<file path="src/rtl/bus_arbiter_pkg.sv">
// Shared types and constants for the round-robin bus arbiter.
package bus_arbiter_pkg;

  localparam int unsigned MAX_INPUTS = 8;

  typedef enum logic {
    ARB_IDLE    = 1'b0,
    ARB_GRANTED = 1'b1
  } arb_state_e;

  function automatic int unsigned idx_width(input int unsigned n);
    return (n < 2) ? 1 : $clog2(n);
  endfunction

endpackage

</file>
<file path="src/rtl/bus_arbiter_if.sv">
// Request/grant bundle between bus masters and the arbiter.
// The timeout signal exists only when BUS_ARBITER_TIMEOUT_EN is defined.
interface bus_arbiter_if
  import bus_arbiter_pkg::*;
#(
  parameter int unsigned INPUTS = 2
);
  localparam int unsigned IW = idx_width(INPUTS);

  logic [INPUTS-1:0] request;
  logic [INPUTS-1:0] grant;
  logic [IW-1:0]     grantIndex;
  logic              busy;
`ifdef BUS_ARBITER_TIMEOUT_EN
  logic              timeout;
`endif

  modport slave (
    input  request,
`ifdef BUS_ARBITER_TIMEOUT_EN
    output timeout,
`endif
    output grant, grantIndex, busy
  );

  modport master (
    output request,
`ifdef BUS_ARBITER_TIMEOUT_EN
    input  timeout,
`endif
    input  grant, grantIndex, busy
  );

endinterface

</file>
<file path="src/rtl/rotating_priority_encoder.sv">
// Combinational search for the first eligible bit starting at pointer, wrapping modulo INPUTS.
module rotating_priority_encoder
  import bus_arbiter_pkg::*;
#(
  parameter int unsigned INPUTS = 2,
  localparam int unsigned IW = idx_width(INPUTS)
) (
  input  logic [INPUTS-1:0] eligible,
  input  logic [IW-1:0]     pointer,
  output logic [INPUTS-1:0] winner,
  output logic [IW-1:0]     index,
  output logic              valid
);

  int unsigned   idx;
  logic [IW-1:0] sel;

  always_comb begin
    winner = '0;
    index  = '0;
    valid  = 1'b0;
    idx    = 0;
    sel    = '0;
    for (int unsigned k = 0; k < INPUTS; k++) begin
      idx = (32'(pointer) + k) % INPUTS;
      sel = IW'(idx);
      if (!valid && eligible[sel]) begin
        valid       = 1'b1;
        winner[sel] = 1'b1;
        index       = sel;
      end
    end
  end

endmodule

</file>
<file path="src/rtl/bus_arbiter.sv">
// Round-robin arbiter with held grants for the shared peripheral bus.
// Optional forced release after TIMEOUT_CYCLES when BUS_ARBITER_TIMEOUT_EN is defined.
module bus_arbiter
  import bus_arbiter_pkg::*;
#(
  parameter int unsigned INPUTS         = 2,
  parameter int unsigned TIMEOUT_CYCLES = 256
) (
  input logic          clk,
  input logic          rst,
  bus_arbiter_if.slave bus
);

  localparam int unsigned IW = idx_width(INPUTS);

  if (INPUTS < 2 || INPUTS > MAX_INPUTS) begin : g_bad_inputs
    $error("bus_arbiter: INPUTS out of range");
  end
  if (TIMEOUT_CYCLES < 2 || TIMEOUT_CYCLES > 65535) begin : g_bad_timeout
    $error("bus_arbiter: TIMEOUT_CYCLES out of range");
  end

  arb_state_e        state_q, state_d;
  logic [INPUTS-1:0] grant_q, grant_d;
  logic [IW-1:0]     index_q, index_d;
  logic [IW-1:0]     pointer_q, pointer_d;
  logic [INPUTS-1:0] eligible_c, win_c;
  logic [IW-1:0]     win_idx_c;
  logic              win_valid_c, holder_req_c, take_c, drop_c;

  // The current holder is never eligible, so a re-raised request is not continuation.
`ifdef BUS_ARBITER_TIMEOUT_EN
  logic [INPUTS-1:0] mask_q, mask_d;
  logic [15:0]       cnt_q, cnt_d;
  logic              timeout_q, timeout_d;
  assign eligible_c = bus.request & ~grant_q & ~mask_q;
`else
  assign eligible_c = bus.request & ~grant_q;
`endif

  assign holder_req_c = |(bus.request & grant_q);

  rotating_priority_encoder #(.INPUTS(INPUTS)) u_enc (
    .eligible (eligible_c),
    .pointer  (pointer_q),
    .winner   (win_c),
    .index    (win_idx_c),
    .valid    (win_valid_c)
  );

  always_ff @(posedge clk) begin
    if (rst) begin
      state_q   <= ARB_IDLE;
      grant_q   <= '0;
      index_q   <= '0;
      pointer_q <= '0;
`ifdef BUS_ARBITER_TIMEOUT_EN
      mask_q    <= '0;
      cnt_q     <= '0;
      timeout_q <= 1'b0;
`endif
    end else begin
      state_q   <= state_d;
      grant_q   <= grant_d;
      index_q   <= index_d;
      pointer_q <= pointer_d;
`ifdef BUS_ARBITER_TIMEOUT_EN
      mask_q    <= mask_d;
      cnt_q     <= cnt_d;
      timeout_q <= timeout_d;
`endif
    end
  end

  always_comb begin
    state_d   = state_q;
    grant_d   = grant_q;
    index_d   = index_q;
    pointer_d = pointer_q;
    take_c    = 1'b0;
    drop_c    = 1'b0;
`ifdef BUS_ARBITER_TIMEOUT_EN
    mask_d    = mask_q & bus.request;
    cnt_d     = cnt_q;
    timeout_d = 1'b0;
`endif
    unique case (state_q)
      ARB_IDLE: begin
        take_c = win_valid_c;
      end
      ARB_GRANTED: begin
        if (!holder_req_c) begin
          take_c = win_valid_c;
          drop_c = !win_valid_c;
        end
`ifdef BUS_ARBITER_TIMEOUT_EN
        else if (cnt_q == 16'(TIMEOUT_CYCLES - 1)) begin
          timeout_d = 1'b1;
          mask_d    = mask_d | grant_q;
          take_c    = win_valid_c;
          drop_c    = !win_valid_c;
        end else begin
          cnt_d = cnt_q + 16'd1;
        end
`endif
      end
      default: drop_c = 1'b1;
    endcase

    if (take_c) begin
      state_d   = ARB_GRANTED;
      grant_d   = win_c;
      index_d   = win_idx_c;
      pointer_d = (win_idx_c == IW'(INPUTS - 1)) ? '0 : win_idx_c + IW'(1);
`ifdef BUS_ARBITER_TIMEOUT_EN
      cnt_d     = '0;
`endif
    end else if (drop_c) begin
      state_d = ARB_IDLE;
      grant_d = '0;
      index_d = '0;
    end
  end

  assign bus.grant      = grant_q;
  assign bus.grantIndex = index_q;
  assign bus.busy       = (state_q == ARB_GRANTED);
`ifdef BUS_ARBITER_TIMEOUT_EN
  assign bus.timeout    = timeout_q;
`endif

endmodule

</file>
<file path="src/flat_wrapper.sv">
// flat-port wrapper written by rule: the top's interface ports become plain ports
module bus_arbiter_flat import bus_arbiter_pkg::*;
#(
  parameter int unsigned INPUTS         = 2,
  parameter int unsigned TIMEOUT_CYCLES = 256
)
  (clk, rst, bus_request, bus_grant, bus_grantIndex, bus_busy);
  bus_arbiter_if #(.INPUTS(INPUTS)) bus_i ();
  input logic clk;
  input logic rst;
  input wire logic [$bits(bus_i.request)-1:0] bus_request;
  output wire logic [$bits(bus_i.grant)-1:0] bus_grant;
  output wire logic [$bits(bus_i.grantIndex)-1:0] bus_grantIndex;
  output wire logic [$bits(bus_i.busy)-1:0] bus_busy;
  assign bus_i.request = bus_request;
  assign bus_grant = bus_i.grant;
  assign bus_grantIndex = bus_i.grantIndex;
  assign bus_busy = bus_i.busy;
  bus_arbiter #(.INPUTS(INPUTS), .TIMEOUT_CYCLES(TIMEOUT_CYCLES)) u_core (.clk(clk), .rst(rst), .bus(bus_i));
endmodule
</file>
<file path="config.mk">
export PLATFORM = sky130hd
export DESIGN_NAME = bus_arbiter_flat
export DESIGN_NICKNAME = d
export VERILOG_FILES = /design/src/rtl/bus_arbiter_pkg.sv /design/src/rtl/bus_arbiter_if.sv /design/src/rtl/rotating_priority_encoder.sv /design/src/rtl/bus_arbiter.sv /design/src/flat_wrapper.sv
export SDC_FILE = /design/constraint.sdc
export NUM_CORES = 1
export LEC_CHECK = 0
export CAP_MARGIN = 10
export CORE_AREA = 2 2 39 41
export CTS_CLUSTER_SIZE = 14
export DETAILED_ROUTE_END_ITERATION = 8
export DIE_AREA = 0 0 41 43
export GPL_TIMING_DRIVEN = 0
export PLACE_DENSITY = 0.53
export SYNTH_ARGS = -nofsm -noshare
export SYNTH_HDL_FRONTEND = slang
export SYNTH_HIERARCHICAL = 1
export SYNTH_SLANG_ARGS = --single-unit
</file>
<file path="constraint.sdc">
create_clock -name clk -period 3.8 [get_ports clk]
set_input_delay 1.14 -clock clk [delete_from_list [all_inputs] [get_ports clk]]
set_output_delay 1.14 -clock clk [all_outputs]
set_load 0.02 [all_outputs]
</file>
==> impl_metrics.csv, run 1 <==
group,metric,value,unit
status,status,"complete, no violations",
timing,worst-slew-pin-transition,0.3736,ns
synth,ys_warn_count,6,
timing,min_period,2.579,ns
cells_and_area,area_growth_syn_to_layout,38.59,%
power,swShare,30.79,%
worst_setup_path,critPathMaxFanout,7,
clocking,path_clk_slew,0.04,ns
synth,yosysTopAreaCell,"dfxtp_1",
grt,grt_max_degree,9,
timing,relSlewSlack,74.87,%
synth,syn-num-nets,39,
drt,drc,0,
timing,fin_crit_sh,67.87,%
cells_and_area,drive_gt1_share,13.04,%
timing,skew,0.0001302,ns
clocking,ctsResizeCount,0,
power,power.switching,55.00,uW
synth,async_reset_ff_share,0,%
synth,synthFlopType,"dfxtp_1",
floorplanning,io_pins,8,
floorplanning,die-height,43,um
timing,grt_setup_unrepaired,"false",
synth,seq_area_frac_synth,33.20,%
power,p_int,123.6,uW
grt,grt.total_usage,9.328,%
timing,setup_slack,1.221,ns
cells_and_area,final_nets,51,
run,max_cap_violations,0,
power,leakagePower,0.0001661,uW
grt,grt.met1_usage,12.50,%
drt,viasPerCell,4.887,
floorplanning,initial_core_util,21.79,%
timing,slew_viol_final,0,
clocking,cts_buffers,3,
floorplanning,core,1384,sq um
synth,yosysMostFrequentCell,"dfxtp_1",
synth,syn_inst,35,
grt,antenna_found_initial,0,
clocking,htreeDepth,1,
worst_setup_path,cp-end-kind,"flop",
worst_setup_path,required,3.93,ns
floorplanning,die-width,41,um
grt,grt_overflow,0,
placed_design,dp_slack,0.9809,ns
synth,synth_enable_flop_cells,0,
clocking,cts_tree,"done",
grt,grt.met3_usage,3.141,%
grt,grt_pass1_vias,254,
timing,setup_viol_count_final,0,
worst_setup_path,cp-start-kind,"input pin",
clocking,cts-root-buf,"clkbuf_4",
synth,yosysTopAreaCellShare,33.20,%
placed_design,globalplace.congestion,0.6304,
drt,wl_per_cell,10.92,um
power,vdd_ir_drop_max,141.0,uV
clocking,cts.sinks,5,
drt,ant_nets,0,
synth,yosys_register_bits,5,
grt,grt_pass1_wl,1048,um
cells_and_area,antenna_cells,0,
placed_design,hpwlAfterDp,507.1,um
timing,fin_setup_tns,0,ns
clocking,clk_latency,0.24,ns
worst_setup_path,path_class,"input pin to flop",
clocking,clockBufferDepth,2,
worst_hold_path,hold_class,"flop to flop",
floorplanning,placementRows,14,
grt,busiest_layer,"met1",
drt,vias,303,
power,clkPwrFrac,34.2,%
placed_design,placement.io_buffers,7,
synth,ys_types,19,
drt,first_pass_iters,4,
synth,syn_area,301.5,sq um
synth,synth_area_leaders,"dfxtp_1 (33%), a21boi_0 (7.5%), a211o_1 (5.8%)",
clocking,post_cts_buffers,0,
synth,syn-mean-instance-area,8.615,sq um
floorplanning,die-area,1763,sq um
power,comb_power_share,28.2,%
worst_setup_path,r2r_setup_slack,2.34,ns
grt,met2_usage,10.31,%
cells_and_area,stdcell_count,62,
timing,fmax,387.8,MHz
clocking,hold_buffers,0,
synth,synth_common_cells,"dfxtp_1 (5), inv_1 (4), a21boi_0 (3), nor2_1 (3)",
drt,drtIter0Drc,8,
power,p_per_area,427.5,nW/um^2
drt,routed_wl,677,um
worst_setup_path,crit_arrival,2.71,ns
timing,hold_violations,0,
power,p_seq_share,37.6,%
placed_design,placed_cells,58,
## kinds of logic (layout without fill, tap and decap cells)
family,after synthesis,count (layout),synth area share [%]
AO/OA/AOI/OAI,16,16,44.81
buffers and inverters,4,15,4.978
flip-flops,5,5,33.20
AND/OR/NAND/NOR,10,10,17.01
## critical path, stage by stage
cell and delay [ns]:
clkdlybuf4s50_1 0.58, nor2b_1 0.24, or2_1 0.24, and2b_1 0.18, nor2_1 0.06, a32o_2 0.27
## stage by stage
step	power [uW]	util [%]	area (sq um)	hold slack, ns
after floorplan	98.22	-	301.5	0.4357
after global placement	118.7	28.30	391.6	0.4607
after detailed placement	118.4	28.30	391.6	0.4664
after CTS	182.7	30.20	417.9	0.4752
after global routing	191.7	30.20	417.9	0.5005
final	178.6	30.20	417.9	0.4761
## cell usage in the layout, fill, tap and decap left out, drive strengths merged, types with 2 or more instances in the layout
master and n:
dfxtp 5, nor2b 2, clkdlybuf4s50 7, a21boi 3, a21oi 2, a211o 2, nand3 2, a22oi 2
a211oi 2, nor2 3, clkbuf 4, a32o 2, inv 4
## final timing paths
path                                          start               endpoint  cells after the start
worst max-delay path                 bus_request[0]    u_core/bus.grant[0]                      6
worst min-delay path               u_core/pointer_q       u_core/pointer_q                      2
worst max register to register  u_core/bus.grant[1]  u_core/bus.grantIndex                      5
worst min register to register     u_core/pointer_q       u_core/pointer_q                      2
## sequential cells by signal, indices dropped and copies added, names as in the netlist
| register | cells |
|---|---|
| u_core/bus.busy | 1 |
| u_core/bus.grant | 2 |
| u_core/bus.grantIndex | 1 |
| u_core/pointer_q | 1 |
## final cells by class
type | instances | area [sq um]
Fill cell | 160 | 965.9
Inverter | 4 | 15.01
Multi-Input combinational cell | 26 | 186.4
Sequential cell | 5 | 100.1
Timing Repair Buffer | 7 | 70.07
Tap cell | 16 | 20.02
Clock buffer | 4 | 26.28
## routing by layer
metal,vias to the layer above,share of wire (%)
li1,154,-
met1,141,49
met2,8,45
met3,0,5.5
met4,0,0
met5,-,0
## power groups by stage
stage / sequential, uW / combinational, uW / clock [uW]
after floorplan: 72.3 / 25.9 / 0
after global placement: 67.8 / 50.9 / 0
after detailed placement: 68.1 / 50.3 / 0
after CTS: 67.1 / 50.5 / 65.1
after global routing: 67.8 / 55.5 / 68.3
final: 67.2 / 50.4 / 61.0
No activity file was read; power rests on OpenSTA's default activity.
==> inputs of run 2 (changes only) <==
- PLACE_DENSITY: 0.53 -> 0.55
- clock period: 3.8 -> 2.1 ns (I/O delays scaled with it)
==> run 2 against run 1 <==
  * Via count fell by 2.6%
  * Wire length fell by 1.8%
  * Total power rose by 82%
  * Sequential share of layout area fell by 0.14 points
  * Combinational power rose by 88%
  * Cell count did not move
  * Hold slack improved by 0.0020 ns
  * Clock-buffer cell count did not move
  * Setup slack got worse by 1.1 ns
  * Register-to-register slack got worse by 1.6 ns
  * First-iteration DRC count did not move
  * Die area did not move
  * Critical path type is now flop to output pin
==> impl_metrics.csv, run 2 (synthesis results as in run 1) <==
group,metric,value,unit
power,vdd_ir_drop_max,331.2,uV
worst_setup_path,reg2regPathDepth,5,
power,leakagePower,0.0001681,uW
worst_setup_path,crit_slowest_cell,"clkdlybuf4s50_1",
grt,grt.total_usage,9.366,%
floorplanning,die-area,1763,sq um
power,swShare,30.60,%
grt,grt_overflow,0,
cells_and_area,largest_reg_flops,2,
cells_and_area,final_common_cell,"clkdlybuf4s50_1",
drt,drc,0,
timing,fin_crit_sh,94.54,%
cells_and_area,final_nets,51,
grt,grt_pass1_vias,265,
clocking,cts-root-buf,"clkbuf_4",
worst_hold_path,hold_class,"flop to flop",
timing,slew_viol_final,0,
drt,drtIter0Drc,8,
floorplanning,placementRows,14,
grt,antenna_found_initial,0,
drt,viasPerCell,4.758,
clocking,cts_buffers,3,
worst_setup_path,cp_slowest_stage_delay,0.66,ns
worst_setup_path,crit_arrival,1.36,ns
floorplanning,initial_core_util,21.79,%
cells_and_area,area_growth_syn_to_layout,39.42,%
power,p_total,325.5,uW
worst_setup_path,cp-start-kind,"flop",
timing,hold_violations,0,
power,p_int,225.9,uW
worst_setup_path,path_class,"flop to output pin",
timing,setup_viol_count_final,0,
worst_hold_path,hold_depth,2,
worst_setup_path,cp-end-kind,"output pin",
clocking,clockBufferDepth,2,
placed_design,globalplace.congestion,0.8118,
floorplanning,core,1384,sq um
drt,routed_wl,665,um
worst_setup_path,required,1.47,ns
power,p_per_area,774.2,nW/um^2
grt,grt_max_degree,9,
cells_and_area,finish.instance_area,420.4,sq um
floorplanning,die-width,41,um
grt,grt_pass1_wl,1090,um
worst_setup_path,worst-path-stages,1,
cells_and_area,stdcell_count,62,
cells_and_area,drive_gt1_share,15.22,%
clocking,cts_tree,"done",
cells_and_area,antenna_cells,0,
placed_design,placed_cell_area,391.6,sq um
timing,relSlewSlack,82.64,%
timing,grt_setup_unrepaired,"false",
timing,skew,0.0002704,ns
worst_setup_path,path_cells,"clkdlybuf4s50_1",
power,p_seq_share,37.2,%
clocking,post_cts_buffers,0,
worst_setup_path,cp_num_buf_inv,1,
worst_hold_path,hp-start,"u_core/pointer_q",
worst_setup_path,worstSetupStartpoint,"u_core/bus.busy",
clocking,clk_latency,0.24,ns
run,max_cap_violations,0,
drt,vias,295,
power,comb_power_share,29.0,%
drt,wl_per_cell,10.73,um
worst_setup_path,critPathMaxFanout,8,
cells_and_area,layout_common_cells,"clkdlybuf4s50_1 (7), dfxtp_1 (5), inv_1 (4)",
clocking,htreeDepth,1,
power,clkPwrFrac,33.8,%
clocking,cts.sinks,5,
clocking,path_clk_slew,0.04,ns
timing,min_period,1.985,ns
timing,worst-slew-pin-transition,0.2599,ns
floorplanning,io_pins,8,
worst_setup_path,r2r-start,"u_core/bus.grant[1]",
worst_setup_path,path_delay_family,"buffers and inverters",
timing,hold_slack,0.4781,ns
placed_design,placement.io_buffers,7,
timing,fmax,503.7,MHz
timing,fin_setup_tns,0,ns
drt,first_pass_iters,4,
status,status,"complete, no violations",
placed_design,placed_cells,58,
power,power.switching,99.58,uW
drt,ant_nets,0,
floorplanning,die-height,43,um
-- run 2: metrics by stage --
step | setup WS, ns | util [%]
6_report | 0.1148 | 30.38
5_1_grt | 0.007170 | 30.38
4_1_cts | 0.06394 | 30.20
3_5_place_dp | -0.1721 | 28.30
3_3_place_gp | -0.1755 | 28.30
2_1_floorplan | 0.4832 | -
-- run 2: power by group through the flow --
stage	clock network [uW]	registers, uW	logic [uW]
3_3_place_gp	0	123	91.0
3_5_place_dp	0	123	90.6
6_report	110	121	94.5
4_1_cts	116	121	91.7
2_1_floorplan	0	131	46.9
5_1_grt	125	123	103
-- run 2: timing repair --
| item | in CTS | in global routing |
|---|---|---|
| hold endpoints to repair | 0 | 0 |
| gates resized for setup | 0 | 2 |
| endpoints found under the setup margin | 0 | 4 |
| hold buffers | 0 | 0 |
-- run 2: area by class of cell --
cell class	instances	area, sq um
tap	16	20.02
clock buffer	4	26.28
sequential	5	100.1
fill	146	963.4
timing repair buffer	7	70.07
multi-input combinational	26	188.9
inverter	4	15.01
-- run 2: final timing paths --
check	end	slack (ns)
worst max-delay path	bus_busy	0.11
worst min-delay path	u_core/pointer_q	0.48
worst max register to register	u_core/bus.grantIndex	0.70
worst min register to register	u_core/pointer_q	0.48
-- run 2: metal layers --
metal | vias to the layer above | track usage, % | routed length, um
li1 | 152 | - | -
met1 | 131 | 13.96 | 330
met2 | 12 | 10.94 | 283
met3 | 0 | 6.283 | 50
met4 | 0 | 2.000 | 0
met5 | - | 0 | 0
==> inputs of run 3 (changes only) <==
--- a/config.mk
+++ b/config.mk
@@ -11,5 +11,5 @@
 export DETAILED_ROUTE_END_ITERATION = 8
 export DIE_AREA = 0 0 41 43
-export GPL_TIMING_DRIVEN = 0
+export GPL_TIMING_DRIVEN = 1
 export PLACE_DENSITY = 0.55
 export SYNTH_ARGS = -nofsm -noshare
==> constraint.sdc (replaced) <==
create_clock -name clk -period 2.1 [get_ports clk]
set_input_delay 0.63 -clock clk [delete_from_list [all_inputs] [get_ports clk]]
set_output_delay 0.63 -clock clk [all_outputs]
set_load 0.005 [all_outputs]
==> run 3 against run 2 <==
  * Clock skew hardly changed
  * Global-route usage shrank 0.20 points
  * Sequential cell count unchanged
  * Hold slack lost 0.011 ns
  * Largest power group unchanged
  * Design area is 8.3% higher
  * Largest cell class unchanged
  * Cell count is 8.1% higher
==> impl_metrics.csv, run 3 (synthesis results as in run 1) <==
group,metric,value,unit
worst_setup_path,required,1.47,ns
cells_and_area,nFillCells,148,
cells_and_area,area_growth_syn_to_layout,51.04,%
floorplanning,core,1384,sq um
cells_and_area,layout_common_cells,"clkdlybuf4s50_1 (7), dfxtp_1 (5), buf_4 (5)",
timing,hold_slack,0.4671,ns
drt,wl_per_cell,9.910,um
grt,grt_pass1_wl,1048,um
grt,grt_max_degree,8,
power,leakagePower,0.0001904,uW
drt,viasPerCell,4.627,
worst_setup_path,crit_arrival,1.20,ns
floorplanning,die-width,41,um
clocking,path_clk_slew,0.04,ns
timing,slew_viol_final,0,
placed_design,placement.io_buffers,7,
drt,vias,310,
status,status,"complete, no violations",
power,p_int,233.7,uW
timing,skew,0.0007601,ns
drt,drc,0,
clocking,cts.sinks,5,
worst_setup_path,cp-start-kind,"flop",
drt,drtIter0Drc,9,
worst_setup_path,path_delay_family,"buffers and inverters",
placed_design,hpwlAfterDp,502.1,um
placed_design,globalplace.congestion,0.7849,
worst_setup_path,critPathMaxFanout,6,
cells_and_area,finish.instance_area,455.4,sq um
timing,fin_crit_sh,87.20,%
worst_setup_path,cp-end-kind,"output pin",
worst_setup_path,crit_slowest_cell,"clkdlybuf4s50_1",
grt,grt.total_usage,9.164,%
power,vdd_ir_drop_max,332.3,uV
timing,relSlewSlack,83.55,%
drt,routed_wl,664,um
power,comb_power_share,29.7,%
cells_and_area,stdcell_count,67,
cells_and_area,drive_gt1_share,21.57,%
cells_and_area,antenna_cells,0,
floorplanning,placementRows,14,
power,clkPwrFrac,34.2,%
timing,min_period,1.831,ns
clocking,cts_buffers,3,
timing,fmax,546.1,MHz
timing,grt_setup_unrepaired,"false",
floorplanning,io_pins,8,
grt,grt_overflow,0,
cells_and_area,final_common_cell,"clkdlybuf4s50_1",
worst_setup_path,cp_num_buf_inv,1,
placed_design,placed_cell_area,429.2,sq um
cells_and_area,final_nets,56,
floorplanning,die-area,1763,sq um
run,max_cap_violations,0,
placed_design,placed_cells,63,
power,power.switching,91.82,uW
floorplanning,die-height,43,um
clocking,cts_tree,"done",
clocking,post_cts_buffers,0,
floorplanning,initial_core_util,21.79,%
timing,hold_violations,0,
worst_setup_path,cp_slowest_stage_delay,0.54,ns
drt,ant_nets,0,
timing,fin_setup_tns,0,ns
cells_and_area,largest_reg_flops,2,
power,p_seq_share,36.1,%
worst_setup_path,path_class,"flop to output pin",
grt,grt_pass1_vias,270,
worst_setup_path,path_cells,"clkdlybuf4s50_1",
clocking,clockBufferDepth,2,
timing,setup_viol_count_final,0,
worst_hold_path,hold_class,"flop to flop",
timing,worst-slew-pin-transition,0.2467,ns
grt,antenna_found_initial,0,
power,p_per_area,714.7,nW/um^2
clocking,clk_latency,0.24,ns
drt,first_pass_iters,4,
clocking,htreeDepth,1,
clocking,ctsResizeCount,0,
power,swShare,28.21,%
clocking,cts-root-buf,"clkbuf_4",
clocking,hold_buffers,0,
run 3: path summary, 6_finish.rpt:
check,start,to,slack (ns),depth (start not counted)
max,u_core/bus.grant[1],bus_grant[1],0.27,1
max reg2reg,u_core/bus.grant[1],u_core/bus.grantIndex,0.74,5
min,u_core/pointer_q,u_core/pointer_q,0.47,2
min reg2reg,u_core/pointer_q,u_core/pointer_q,0.47,2
run 3: metal layers:
layer	part of all wire, %	track usage, %	vias to the layer above
met3	8.0	4.712	0
met4	0	6.000	0
li1	-	-	163
met2	40	10.94	7
met1	52	12.34	140
met5	0	0	-
run 3: power groups by stage:
stage,combinational (uW),sequential (uW),clock (uW)
after floorplan,46.9,121,0
after global placement,97.4,120,0
after detailed placement,96.0,120,0
after CTS,97.0,118,118
after global routing,105,119,123
final,96.6,118,111
run 3: per-stage QoR:
stage                     utilization, %  power (uW)  setup slack, ns
after floorplan                        -       168.1           0.4921
after global placement             31.01       217.2          0.04027
after detailed placement           31.01       215.7          0.05512
after CTS                          32.91       333.4           0.2476
after global routing               32.91       347.4           0.2040
final                              32.91       325.5           0.2687
run 3: final cells by class:
| cell class | instances | area (sq um) | area share [%] |
|---|---|---|---|
| Multi-Input combinational cell | 26 | 186.4 | 40.93 |
| Sequential cell | 5 | 100.1 | 21.98 |
| Clock buffer | 4 | 26.28 | 5.769 |
| Tap cell | 16 | 20.02 | 4.396 |
| Inverter | 4 | 15.01 | 3.297 |
| Timing Repair Buffer | 12 | 107.6 | 23.63 |
